## src/rtl/trace_pkg.sv

```systemverilog
// Shared types for the register-bank trace path: record layout, word indices, serializer states.
package trace_pkg;

  localparam int NREG = 8;
  localparam int RW   = 16;
  localparam int PCW  = 16;

  localparam int         REC_WORDS = 9;
  localparam logic [3:0] WORD_PC   = 4'd0;
  localparam logic [3:0] WORD_R7   = 4'(REC_WORDS - 1);

  typedef struct packed {
    logic [PCW-1:0]     pc;
    logic [NREG*RW-1:0] regs;
  } trace_rec_t;

  typedef enum logic {IDLE, SEND} ser_state_t;

  // Word 0 is the PC, words 1..NREG are r0..r7.
  function automatic logic [RW-1:0] rec_word(input trace_rec_t rec, input logic [3:0] idx);
    logic [RW-1:0] w;
    w = rec.pc;
    for (int k = 0; k < NREG; k++) begin
      if (idx == 4'(k + 1)) w = rec.regs[k*RW +: RW];
    end
    return w;
  endfunction

endpackage

```

## src/rtl/trace_fifo.sv

```systemverilog
// Synchronous record FIFO, 1-cycle write-to-visible latency.
// A push while full is taken only when a pop completes in the same cycle; otherwise it is ignored.
module trace_fifo
  import trace_pkg::*;
#(
  parameter int DEPTH = 4
) (
  input  logic                     clk,
  input  logic                     rst,
  input  logic                     push,
  input  trace_rec_t               din,
  input  logic                     pop,
  output trace_rec_t               dout,
  output logic                     full,
  output logic                     empty,
  output logic [$clog2(DEPTH):0]   level
);

  localparam int AW = $clog2(DEPTH);

  trace_rec_t     mem [DEPTH];
  logic [AW:0]    wr_ptr;
  logic [AW:0]    rd_ptr;
  logic           do_push;
  logic           do_pop;

  assign level   = wr_ptr - rd_ptr;
  assign empty   = (level == '0);
  assign full    = (level == (AW+1)'(DEPTH));
  assign do_pop  = pop && !empty;
  assign do_push = push && (!full || do_pop);
  assign dout    = mem[rd_ptr[AW-1:0]];

  always_ff @(posedge clk) begin
    if (do_push) mem[wr_ptr[AW-1:0]] <= din;
  end

  always_ff @(posedge clk or posedge rst) begin
    if (rst) begin
      wr_ptr <= '0;
      rd_ptr <= '0;
    end else begin
      if (do_push) wr_ptr <= wr_ptr + 1'b1;
      if (do_pop)  rd_ptr <= rd_ptr + 1'b1;
    end
  end

endmodule

```

## src/rtl/regbank_trace_unit.sv

```systemverilog
// Snapshots PC + register bank on each PC change and streams records as 16-bit words.
// First word valid 2 cycles after capture; out_ready low holds the word, full FIFO drops records.
module regbank_trace_unit
  import trace_pkg::*;
#(
  parameter int DEPTH    = 4,
  parameter int PC_LIMIT = 24
) (
  input  logic                clk,
  input  logic                rst,
  input  logic [PCW-1:0]      pc_in,
  input  logic [NREG*RW-1:0]  regbank_in,
  input  logic                trace_en,
  output logic [RW-1:0]       out_data,
  output logic                out_valid,
  input  logic                out_ready,
  output logic                out_last,
  output logic                overflow,
  output logic [7:0]          drop_cnt
);

  localparam int AW = $clog2(DEPTH);

  ser_state_t      state;
  logic [3:0]      idx;
  logic [PCW-1:0]  pc_prev;
  logic            first;

  trace_rec_t      head;
  trace_rec_t      din;
  logic            full;
  logic            empty;
  logic [AW:0]     level;

  logic            cap;
  logic            hs;
  logic            pop;
  logic            push_ok;
  logic            drop;
  logic            more_after_pop;

  assign cap     = trace_en && (pc_in < PCW'(PC_LIMIT)) && (first || (pc_in != pc_prev));
  assign hs      = out_valid && out_ready;
  assign pop     = hs && (idx == WORD_R7);
  assign push_ok = cap && (!full || pop);
  assign drop    = cap && full && !pop;
  // After popping the last word the stream continues if anything remains, including a same-cycle push.
  assign more_after_pop = (level > (AW+1)'(1)) || push_ok;

  assign din      = '{pc: pc_in, regs: regbank_in};
  assign out_data = out_valid ? rec_word(head, idx) : '0;

  trace_fifo #(.DEPTH(DEPTH)) u_fifo (
    .clk   (clk),
    .rst   (rst),
    .push  (cap),
    .din   (din),
    .pop   (pop),
    .dout  (head),
    .full  (full),
    .empty (empty),
    .level (level)
  );

  always_ff @(posedge clk or posedge rst) begin
    if (rst) begin
      pc_prev  <= '0;
      first    <= 1'b1;
      overflow <= 1'b0;
      drop_cnt <= '0;
    end else begin
      pc_prev <= pc_in;
      if (cap) first <= 1'b0;
      if (drop) begin
        overflow <= 1'b1;
        if (drop_cnt != 8'hFF) drop_cnt <= drop_cnt + 8'd1;
      end
    end
  end

  always_ff @(posedge clk or posedge rst) begin
    if (rst) begin
      state     <= IDLE;
      idx       <= WORD_PC;
      out_valid <= 1'b0;
      out_last  <= 1'b0;
    end else begin
      case (state)
        IDLE: begin
          if (!empty) begin
            state     <= SEND;
            idx       <= WORD_PC;
            out_valid <= 1'b1;
            out_last  <= 1'b0;
          end
        end
        SEND: begin
          if (hs) begin
            if (idx == WORD_R7) begin
              idx      <= WORD_PC;
              out_last <= 1'b0;
              if (!more_after_pop) begin
                state     <= IDLE;
                out_valid <= 1'b0;
              end
            end else begin
              idx      <= idx + 4'd1;
              out_last <= (idx == WORD_R7 - 4'd1);
            end
          end
        end
        default: begin
          state     <= IDLE;
          out_valid <= 1'b0;
        end
      endcase
    end
  end

endmodule

```

## config.mk

```make
export PLATFORM = sky130hd
export DESIGN_NAME = regbank_trace_unit
export DESIGN_NICKNAME = d
export VERILOG_FILES = /design/src/rtl/trace_pkg.sv /design/src/rtl/trace_fifo.sv /design/src/rtl/regbank_trace_unit.sv
export SDC_FILE = /design/constraint.sdc
export NUM_CORES = 1
export LEC_CHECK = 0
export BUFFER_PORTS_ARGS = -buffer_cell sky130_fd_sc_hd__buf_2
export CAP_MARGIN = 0
export CORE_ASPECT_RATIO = 1.2
export CORE_UTILIZATION = 43
export CTS_CLUSTER_DIAMETER = 120
export CTS_CLUSTER_SIZE = 10
export DETAILED_ROUTE_END_ITERATION = 10
export GPL_TIMING_DRIVEN = 0
export PLACE_DENSITY_LB_ADDON = 0.2
export SKIP_LAST_GASP = 1
export SLEW_MARGIN = 20
export SYNTH_ARGS = -nofsm -noshare
export SYNTH_HDL_FRONTEND = slang
export SYNTH_SLANG_ARGS = --single-unit
```

## constraint.sdc

```tcl
create_clock -name clk -period 6.07 [get_ports clk]
set_input_delay 0.3035 -clock clk [delete_from_list [all_inputs] [get_ports clk]]
set_output_delay 0.3035 -clock clk [all_outputs]
set_load 0.03 [all_outputs]
```

# Word-level counts from Yosys, hierarchy flattened
# Memories as Yosys holds them, arrays and structs flattened.
# Index checks and enable logic that the tools add are counted.
# totals
out_inout_bits,27
wordCells,83
reg_bits,39
mem_count,1
mem_bits_rw,576
# op_classes
n_lt_le_gt_ge,2
mux,29
n_eq_ne,15
bitwise_logic,1
n_reduce_logical,20
addsub,5
# mem_list
name,words,width,rd,rd_clocked_by_memory_dff,wr,line,rtl
u_fifo.mem,4,144,1,0,1,trace_fifo.sv:21,trace_rec_t mem [DEPTH];
# op_table
cell,count
16-bit 2-to-1 mux,9
4-bit by 3-bit == test with 1-bit output (second input constant),4
16-bit by 5-bit less-than comparator with 1-bit output (second input constant),1
16-bit inequality test,1
1-bit 2-to-1 mux,13
4-bit 2-to-1 mux,3
1-bit logical AND,9
8-bit by 1-bit adder with 8-bit output (second input constant),1
4-bit by 2-bit == test with 1-bit output (second input constant),2
8-bit inequality test (second input constant),1
4-bit one-hot mux with 2 select lines,1
3-bit by 1-bit adder with 3-bit output (second input constant),2
1-bit one-hot mux with 2 select lines,3
4-bit by 1-bit adder with 4-bit output (second input constant),1
4-bit by 1-bit == test with 1-bit output (second input constant),1
4-bit == test (second input constant),1
1-bit logical OR,4
2-bit by 1-bit inequality test with 1-bit output (second input constant),2
2-bit inequality test (second input constant),2
2-bit AND reduction,2
4-bit AND reduction,1
3-bit == test (second input constant),1
3-bit by 1-bit > comparator with 1-bit output (second input constant),1
1-bit zero test,3
3 further kinds,3

# Depth between registers and ports, before layout
# Gate-level depths: netlist of the first run.
# depth
word_depth,10
ltp_mapped,10

# Hierarchy
# From an unflattened synthesis of the first run, not the netlist that was laid out.
# hier_totals
hier_cells,1126
hier_area_um2,24041.8
# modules_own_cells
module,cells_per_inst,area_each_um2,n_inst
trace_fifo,796,21204.1,1
regbank_trace_unit,330,2837.7,1

# Worst setup path before layout of the first run
# OpenSTA, ideal clock, no wires.
# synth_path
path_kind,reg-to-reg
from,reg u_fifo.wr_ptr[0]
to,mem u_fifo.mem[3][0] in the netlist's numbering (enable)
setup_ns,0.522
path_stages_with_launch,8
path_buffers,0
synth_period_minus_slack_ns,5.600
path_slack_ns,0.470
arrival_time_ns,5.077
cell_sequence,dfrtp_1 -> inv_1 -> ha_1 -> fa_1 -> xnor3_2 -> nor3_4 -> a211oi_2 -> and2_1
# synth_via
elab_chain_len,8
# synth_rtl
element,line,rtl
from (decl),trace_fifo.sv:22,logic [AW:0] wr_ptr;
from (signal assigned),trace_fifo.sv:43,if (do_push) wr_ptr <= wr_ptr + 1'b1;
3-bit subtractor,trace_fifo.sv:27,assign level = wr_ptr - rd_ptr;
3-bit zero test,trace_fifo.sv:28,assign empty = (level == '0);
1-bit zero test,trace_fifo.sv:30,assign do_pop = pop && !empty;
1-bit logical AND,trace_fifo.sv:30,
1-bit logical OR,trace_fifo.sv:31,assign do_push = push && (!full || do_pop);
1-bit logical AND,trace_fifo.sv:31,
1-bit 2-to-1 mux,trace_fifo.sv:35,if (do_push) mem[wr_ptr[AW-1:0]] <= din;
1-bit 2-to-1 mux (implied by the code),trace_fifo.sv:35,
to (decl),trace_fifo.sv:21,
# Parallel ways exist; a longest one is shown, timed or not.

# Worst setup path after layout of the first run
# layout_path
from,reg idx[0]
to,out out_data[11]
# layout_via
elab_chain_len,10
# layout_rtl
element,line,rtl
from (decl),regbank_trace_unit.sv:25,logic [3:0] idx;
from (signal assigned),regbank_trace_unit.sv:107,idx <= idx + 4'd1;
4-bit by 1-bit == test with 1-bit output,trace_pkg.sv:24,if (idx == 4'(k + 1)) w = rec.regs[k*RW +: RW];
16-bit 2-to-1 mux (7 in a row),trace_pkg.sv:24,
16-bit 2-to-1 mux (*),trace_pkg.sv:24,
16-bit 2-to-1 mux (*),regbank_trace_unit.sv:51,"assign out_data = out_valid ? rec_word(head, idx) : '0;"
to (decl),regbank_trace_unit.sv:14,"output logic [RW-1:0] out_data,"
# Mark *: on every way between the ends. The rest lies on a longest branch, timed or not.

==> reports/metrics.yaml, run 1 <==
finish:
  final_nets: 1736
  stdcell_count: 2344
  drive_above_1_share_pct: 28.4
  area_growth_pct: 23.5
  final_common_cell: "edfxtp_1"
  multi_input_area_um2: 5390
  fin_util_pct: 53.9
  fill_cells: 4377
  layout_common_cells: "576 x edfxtp_1, 193 x buf_2, 145 x dlygate4sd3_1, 135 x mux4_2, 75 x clkbuf_16"
  area.sequential_um2: 18300
power:
  clockPowerShare_pct: 31.6
  p_leak_nw: 10.0
  switchingPower_mw: 3.83
  p_seq_share_pct: 38.4
  powerDensity_nw_per_um2: 413
  vdd_drop_max_uv: 324
  p_sw_share_pct: 31.3
  p_int_mw: 8.42
  comb_power_share_pct: 30.1
floorplanning:
  start_util_pct: 43.6
  die_w_um: 218
  die_h_um: 261
  fp.coreArea_um2: 55000
  rows: 94
  io_pins: 175
  die_area_um2: 56800
critical_path:
  crit_path_end_kind: "primary output"
  start_kind: "register"
  ff2ff_path_depth: 10
  arrival_ps: 3900
  crit_start: "idx[0]"
  crit_type: "register to primary output"
  crit_fanout: 10
  worstPathRequired_ps: 5770
  reg2reg_from: "idx[0]"
synthesis:
  yosysSeqAreaShare_pct: 76.1
  async_flop_share_pct: 6.34
  postSynthCellCount: 1170
  synth_fp_nets: 1330
  synth_cell_types: 60
  netlist_area_um2: 24000
  yosys_register_bits: 615
  syn_avg_cell_area_um2: 20.5
  synth_edf_count: 576
  ys.flop_type: "edfxtp_1"
  yosys_warnings: 0
route:
  first_pass_iters: 5
  dr.first_iter.drc_count: 959
  via_count: 12700
  ant_nets: 0
  routed_wirelength_mm: 57.7
  via_per_inst: 5.43
  wl_per_cell_um: 24.6
  drc: 0
placement:
  dpl.hpwl_mm: 37.9
  place.port_buffers: 174
  pre_cts_ws_ps: 2030
  dp_cells: 2078
  gp_congestion: 0.781
global_route:
  globalRouteTotalUtil_pct: 20.9
  grt_antenna_before_repair: 3
  grt_overflow: 0
  grt_pass1_vias: 13300
  grt_pass1_wl_mm: 85.8
  grt_max_degree: 44
worst_hold_path:
  hold_class: "input pin to register"
  worstHoldStart: "out_ready"
  holdPathStages: 4
sta:
  whs_ps: 131
  fin_ws_ps: 1860
  setup_viol: 0
  fmax_ghz: 0.238
  fin_crit_ps: 4210
  tightest_slew_ps: 949
  max_slew_margin_pct: 36.7
  rsz0062_at_grt: "no"
  hold_viol_final: 0
  final.period_utilization_pct: 69.3
  fin_skew_ps: 23.5
  slew_viol_final: 0
outcome:
  status: "complete, no violations"
clocking:
  cts_sinks: 615
  cts_buffer_depth: 3
  cts_tree: "done"
  cts-root-buf: "clkbuf_16"
  numCtsBuffers: 71
  clk_latency_ps: 600
  cts_setup_buffers: 0
  clkTransAtPathRegs_ps: 60
  htree_levels: 3
run:
  maxCapViolCount: 0
timing repair:
item                      4_1_cts  5_1_grt
gates resized for setup         0        0
hold endpoints to repair      591        0
hold buffers                  145        0
final timing paths:
| path | endpoint | slack (ps) |
|---|---|---|
| worst max-delay path | out_data[11] | 1860 |
| worst min-delay path | idx[2] | 130 |
| worst max register to register | u_fifo.mem[2][112] | 2130 |
| worst min register to register | overflow | 460 |
| max in group asynchronous | first | 5370 |
| min in group asynchronous | pc_prev[8] | 200 |
sequential cells by signal (all words and copies together) (netlist names):
signal         cells
out_valid          1
u_fifo.rd_ptr      3
u_fifo.wr_ptr      3
drop_cnt           8
pc_prev           16
first              1
overflow           1
idx                4
out_last           1
u_fifo.mem       576
state              1
Yosys cell counts (9+ instances only):
cell type | n | area share, %
nor2_1 | 21 | 0.33
o22ai_1 | 15 | 0.39
dfrtp_1 | 38 | 4.0
nor2b_1 | 14 | 0.36
a211oi_1 | 9 | 0.28
buf_2 | 19 | 0.40
edfxtp_1 | 576 | 72
xnor2_1 | 26 | 0.95
o21ai_0 | 31 | 0.65
a21oi_1 | 43 | 0.90
nand2_1 | 46 | 0.72
ha_1 | 11 | 0.57
mux4_2 | 135 | 13
o21a_1 | 9 | 0.28
nand3_1 | 21 | 0.44
mux2i_1 | 18 | 0.75
clkbuf_1 | 23 | 0.36
cells by family after synthesis:
| kind of cell | after synthesis | share of synthesized area (%) |
|---|---|---|
| simple gates | 147 | 3.34 |
| xor+xnor | 29 | 1.12 |
| mux | 155 | 13.5 |
| fa+ha+maj | 12 | 0.657 |
| flops | 615 | 76.1 |
| compound gates | 147 | 3.76 |
| buf+inv | 65 | 1.48 |
metal layers:
layer	GRT usage (%)	vias up	share of wire, %
met3	4.46	80	6.6
met2	34.0	384	49
met5	0	-	0.019
met4	7.82	2	2.7
li1	-	5644	-
met1	27.7	6618	41
final cells by class:
class | instances | area share [%]
sequential | 615 | 61.6
multi-input combinational | 490 | 18.2
timing repair buffer | 333 | 9.00
clock buffer | 115 | 6.84
tap | 720 | 3.04
buffer | 57 | 1.09
clock inverter | 4 | 0.110
inverter | 8 | 0.101
antenna | 2 | 0.0169
worst max-delay path: stages (launching register included):
cell and delay, ps:
dfrtp_1 440, inv_1 100, ha_1 140, clkbuf_1 430, nor4b_2 450, clkbuf_1 530, a21oi_1 250, a21oi_1 490
o21a_1 250, buf_2 210
power groups by stage:
stage          logic [mW]  clock network [mW]  registers, mW
6_report             3.68                3.87           4.70
5_1_grt              3.93                4.10           4.70
4_1_cts              3.74                3.94           4.70
3_5_place_dp         3.65                   0           4.79
3_3_place_gp         3.63                   0           4.79
2_1_floorplan        2.37                   0           4.79
per-stage QoR:
step                      TNS [ps]  cell area, µm²  power (mW)
final                            0           29700        12.3
after global placement    -1620590           25800        8.41
after floorplan                  0           24000        7.16
after CTS                        0           29600        12.4
after global routing             0           29700        12.7
after detailed placement         0           26100        8.44
No activity file was read; power rests on OpenSTA's default activity.
==> inputs of run 2 (changes only) <==
==> constraint.sdc (replaced) <==
create_clock -name clk -period 3.4 [get_ports clk]
set_input_delay 0.17 -clock clk [delete_from_list [all_inputs] [get_ports clk]]
set_output_delay 0.17 -clock clk [all_outputs]
set_load 0.03 [all_outputs]
==> run 2 against run 1 <==
Against the previous run: hold slack worse by 59 ps; combinational power is 89% higher; non-clock buffer count decreased by 1; final area up 0.97%; power is 81% higher; die area is the same; critical path depth unchanged; first-iteration DRC count grew 5.5%; setup slack worse by 1800 ps; cell count is 0.38% lower; routed wire length grew 1.3%.
==> reports/metrics.yaml, run 2 (synthesis gave the netlist of run 1 again) <==
power:
  finalPower_mw: 22.1
  powerDensity_nw_per_um2: 739
  p_leak_nw: 10.1
  vdd_drop_max_uv: 547
finish:
  fill_cells: 4385
  stdcell_count: 2335
  final_nets: 1739
  final_cell_area_um2: 29900
  largest_reg_flops: 576
  layout_common_cells: "576 x edfxtp_1, 184 x buf_2, 146 x dlygate4sd3_1, 135 x mux4_2, 75 x clkbuf_16"
  final_common_cell: "edfxtp_1"
  fin_util_pct: 54.4
  area_growth_pct: 24.7
  drive_above_1_share_pct: 32.0
sta:
  slew_viol_final: 0
  fmax_ghz: 0.304
  fin_skew_ps: 17.0
  hold_viol_final: 0
  tightest_slew_ps: 646
  rsz0062_at_grt: "yes"
  fin_ws_ps: 110
  max_slew_margin_pct: 56.9
  whs_ps: 72.2
  final.period_utilization_pct: 96.8
  fin_crit_ps: 3290
  setup_tns_ps: 0
  setup_viol: 0
clocking:
  cts_buffer_depth: 3
  cts-root-buf: "clkbuf_16"
  cts_sinks: 615
  clk_latency_ps: 600
  clkTransAtPathRegs_ps: 60
  numCtsBuffers: 71
  cts_tree: "done"
  htree_levels: 3
global_route:
  globalRouteTotalUtil_pct: 21.1
  grt_pass1_vias: 13600
  grt_overflow: 0
  grt_max_degree: 45
  grt_antenna_before_repair: 4
  grt_pass1_wl_mm: 86.7
placement:
  place.port_buffers: 174
  dpl.hpwl_mm: 38.0
  pre_cts_ws_ps: -326
  gp_congestion: 0.795
  dp_cells: 2077
  place_area_um2: 26100
route:
  ant_nets: 0
  via_count: 12800
  wl_per_cell_um: 25.0
  routed_wirelength_mm: 58.4
  via_per_inst: 5.49
  first_pass_iters: 4
  dr.first_iter.drc_count: 1012
  drc: 0
floorplanning:
  rows: 94
  die_area_um2: 56800
  start_util_pct: 43.6
  fp.coreArea_um2: 55000
  die_h_um: 261
  io_pins: 175
  die_w_um: 218
critical_path:
  start_kind: "register"
  crit_path_end_kind: "primary output"
  worstPathRequired_ps: 3230
  arrival_ps: 3120
  crit_type: "register to primary output"
  crit_fanout: 10
run:
  maxCapViolCount: 0
worst_hold_path:
  hold_class: "input pin to asynchronous set/reset pin"
outcome:
  status: "complete, no violations"
run 2: changes by cell type in the layout (fill, tap and decap cells not counted), sizes merged:
cell	change
and2	+4
clkbuf	-13
buf	-2
dlygate4sd3	+1
diode	+1
run 2: path summary, 6_finish.rpt:
kind                                     end  startpoint  cells after the start  slack (ps)
setup reg to reg           u_fifo.mem[2][92]      idx[0]                     10         200
setup / recovery                 out_data[9]      idx[0]                      9         110
hold / removal                    pc_prev[8]         rst                      3          70
hold reg to reg                     overflow    overflow                      1         450
max in group asynchronous              first         rst                      4        2810
min in group clk                       first    trace_en                      4         210
run 2: critical path: stages, from the launching register on:
cell,delay (ps)
dfrtp_1,460
inv_1,110
ha_2,290
o31a_1,350
clkbuf_4,220
nor2b_1,240
a21oi_2,90
a21oi_2,300
o21a_1,220
buf_2,210
run 2: layout make-up:
cell class                      count  area [µm²]  area share, %
Sequential cell                   615       18300           61.0
Multi-Input combinational cell    494        5640           18.8
Timing Repair Buffer              335        2690           8.99
Clock buffer                      102        1980           6.61
Tap cell                          720         901           3.01
Buffer                             54         380           1.27
Clock inverter                      4        32.5          0.109
Inverter                            8        30.0          0.100
Antenna cell                        3        7.51         0.0251
run 2: what timing repair did:
item | 4_1_cts | 5_1_grt
pin swaps | 7 | 2
setup endpoints to repair | 447 | 215
cloned | 4 | 0
gates resized for setup | 49 | 34
hold buffers | 146 | 0
buffers inserted | 2 | 0
endpoints found under the hold margin | 631 | 0
run 2: report_power, final:
group / total [mW] / leakage, nW / switching (mW) / internal [mW]
Sequential: 8.40 / 5.65 / 0.0661 / 8.34
Clock: 6.78 / 0.974 / 2.78 / 3.99
Combinational: 6.96 / 3.51 / 4.09 / 2.86
Total: 22.1 / 10.1 / 6.94 / 15.2
run 2: metal layers:
metal,global-route usage [%],part of all wire (%)
met1,27.1,40
met2,35.2,50
met3,4.60,6.3
met4,8.12,3.0
met5,0,0.014
==> inputs of run 3 (changes only) <==
--- a/config.mk
+++ b/config.mk
@@ -5,6 +5,7 @@
 export SDC_FILE = /design/constraint.sdc
 export NUM_CORES = 1
 export LEC_CHECK = 0
+export ABC_AREA = 1
 export BUFFER_PORTS_ARGS = -buffer_cell sky130_fd_sc_hd__buf_2
 export CAP_MARGIN = 0
 export CORE_ASPECT_RATIO = 1.2
==> run 3 against run 2 <==
Against the previous run: flip-flop and latch count did not move; die area rose by 5.9%; utilization increased by 0.26 points; clock power increased by 2%.
==> reports/metrics.yaml, run 3 <==
critical_path:
  start_kind: "register"
  cp_top_family: "simple AND/OR/NAND/NOR gates"
  worstPathRequired_ps: 3230
  crit_path_top_delay_cell: "dfrtp_2"
  crit_fanout: 10
  ff2ff_path_depth: 12
  arrival_ps: 3140
  cp_common_cell: "nand2_1"
  cp.buffers_inverters: 5
  crit_path_end_kind: "primary output"
  crit_type: "register to primary output"
  cp.depth: 17
  cp_slowest_stage_delay_ps: 450
  cp_cell_sequence: "buf_12 -> inv_4 -> buf_12 -> buf_6 -> nand2_1 -> nand3_1 -> nand3_1 -> nand2_1 -> nand2_1 -> nand3_1 -> nand2_1 -> nand2_1 -> nand2_1 -> nand2_1 -> nand2_1 -> a21oi_1 -> buf_2"
sta:
  setup_viol: 0
  tightest_slew_ps: 637
  fin_crit_ps: 3310
  hold_viol_final: 0
  rsz0062_at_grt: "yes"
  max_slew_margin_pct: 57.5
  final.period_utilization_pct: 97.4
  slew_viol_final: 0
  fmax_ghz: 0.302
  whs_ps: 115
  fin_skew_ps: 28.6
synthesis:
  netlist_area_um2: 25400
  synth_fp_nets: 2305
  syn_avg_cell_area_um2: 11.9
  async_flop_share_pct: 6.34
  yosys_register_bits: 615
  ys.flop_type: "edfxtp_1"
  synth_cell_types: 43
  synth_top_area_share_pct: 68.0
  yosys_warnings: 0
  postSynthCellCount: 2145
  synthTopCellsByArea: "edfxtp_1 68%, nand2_1 5.6%, o21ai_0 4.6%"
  synth_edf_count: 576
  yosysMostFrequentCell: "edfxtp_1"
  yosysSeqAreaShare_pct: 71.8
  yosys.area.top_type: "edfxtp_1"
  synthTopCellsByCount: "576 x edfxtp_1, 379 x nand2_1, 298 x nor2_1"
finish:
  largest_reg_flops: 576
  fill_cells: 4926
  final_common_cell: "edfxtp_1"
  layout_common_cells: "576 x edfxtp_1, 378 x nand2_1, 293 x nor2_1, 233 x o21ai_0, 182 x buf_2"
  drive_above_1_share_pct: 17.4
  area_growth_pct: 25.4
  stdcell_count: 3411
  final_nets: 2739
route:
  via_count: 18200
  routed_wirelength_mm: 74.0
  drc: 0
  dr.first_iter.drc_count: 1866
  ant_nets: 0
  first_pass_iters: 5
  via_per_inst: 5.34
  wl_per_cell_um: 21.7
power:
  switchingPower_mw: 9.22
  powerDensity_nw_per_um2: 765
  p_seq_share_pct: 34.4
  vdd_drop_max_uv: 980
  clockPowerShare_pct: 28.3
  p_sw_share_pct: 37.8
  finalPower_mw: 24.4
  p_int_mw: 15.2
  comb_power_share_pct: 37.3
  p_leak_nw: 11.9
floorplanning:
  start_util_pct: 43.6
  fp.coreArea_um2: 58400
  io_pins: 175
  die_w_um: 224
  die_area_um2: 60100
  rows: 97
  die_h_um: 268
global_route:
  grt_pass1_vias: 17800
  grt_pass1_wl_mm: 110
  grt_overflow: 0
  grt_antenna_before_repair: 6
  grt_max_degree: 25
  globalRouteTotalUtil_pct: 24.7
clocking:
  clkTransAtPathRegs_ps: 50
  numCtsBuffers: 71
  cts-root-buf: "clkbuf_16"
  cts_sinks: 615
  cts_buffer_depth: 3
  clk_latency_ps: 610
  htree_levels: 3
  cts_tree: "done"
outcome:
  status: "complete, no violations"
placement:
  gp_congestion: 0.856
  dp_cells: 3142
  dpl.hpwl_mm: 50.4
  place.port_buffers: 174
worst_hold_path:
  hold_class: "input pin to asynchronous set/reset pin"
run:
  maxCapViolCount: 0
-- run 3: changes by cell type after synthesis, sizes merged, moves of 14 or more --
cell    before  now
buf         34   81
clkbuf      23   37
inv          8  135
mux2i       18    0
mux4       135    0
nand2       47  381
nand3       21  141
nor2        23  304
nor2b       14    0
o21ai       37  271
o22ai       15   75
xnor2       26    5
-- run 3: repair_timing --
item,in CTS,in global routing
hold buffers,146,0
pin swaps,2,5
hold endpoints to repair,633,0
setup buffers,6,5
setup endpoints to repair,53,71
resized for setup,36,67
-- run 3: layout make-up --
class / instances / area (µm²) / share of cell area (%)
Sequential cell: 615 / 18300 / 57.3
Multi-Input combinational cell: 1277 / 6060 / 19.0
Timing Repair Buffer: 362 / 3150 / 9.87
Clock buffer: 102 / 2000 / 6.27
Tap cell: 792 / 991 / 3.11
Buffer: 117 / 863 / 2.71
Inverter: 135 / 512 / 1.60
Clock inverter: 3 / 32.5 / 0.102
Antenna cell: 8 / 20.0 / 0.0628
-- run 3: metrics by stage --
stage          cell area (µm²)  setup slack, ps  setup TNS, ps  utilization (%)
2_1_floorplan            25500             -870        -493090                -
3_3_place_gp             27300            -2880       -1632570             46.8
3_5_place_dp             28000             7.40              0             48.0
4_1_cts                  31700            0.871              0             54.3
5_1_grt                  31900            -1.71          -1.71             54.6
6_report                 31900             88.9              0             54.6
-- run 3: logic make-up (layout without fill, tap and decap cells) --
family                     count (synthesis)  count (layout)  synth area share [%]
and+or+nand+nor                          850             850                  13.7
adders and majority gates                 12              12                 0.620
DFF                                      615             615                  71.8
buffers and inverters                    253             719                  4.92
xor gates and xnor gates                  18              18                 0.620
other                                      0               8                     0
AOI/OAI and AO/OA                        397             397                  8.30
-- run 3: path summary, 6_finish.rpt --
path	from	endpoint	slack [ps]
max	u_fifo.rd_ptr[0]	out_data[14]	90
min	rst	drop_cnt[2]	120
max reg2reg	idx[0]	u_fifo.mem[3][40]	280
min reg2reg	first	first	440
max in group asynchronous	rst	first	2750
min in group clk	trace_en	out_valid	130
-- run 3: power by group through the flow --
stage | combinational [mW] | sequential (mW) | clock, mW
2_1_floorplan | 5.16 | 8.55 | 0
3_3_place_gp | 8.38 | 8.54 | 0
3_5_place_dp | 8.47 | 8.54 | 0
4_1_cts | 8.77 | 8.39 | 6.98
5_1_grt | 9.74 | 8.40 | 7.27
6_report | 9.11 | 8.40 | 6.90
-- run 3: tightest hold or removal path, stage by stage --
cell,delay (ps)
dlygate4sd3_1,530
buf_2,120
inv_2,290
-- run 3: routing by layer --
metal	up-vias	GRT usage, %	part of all wire, %
li1	8405	-	-
met1	8957	32.0	40
met2	717	42.0	50
met3	141	3.72	6.6
met4	6	9.79	3.3
met5	-	0	0.050
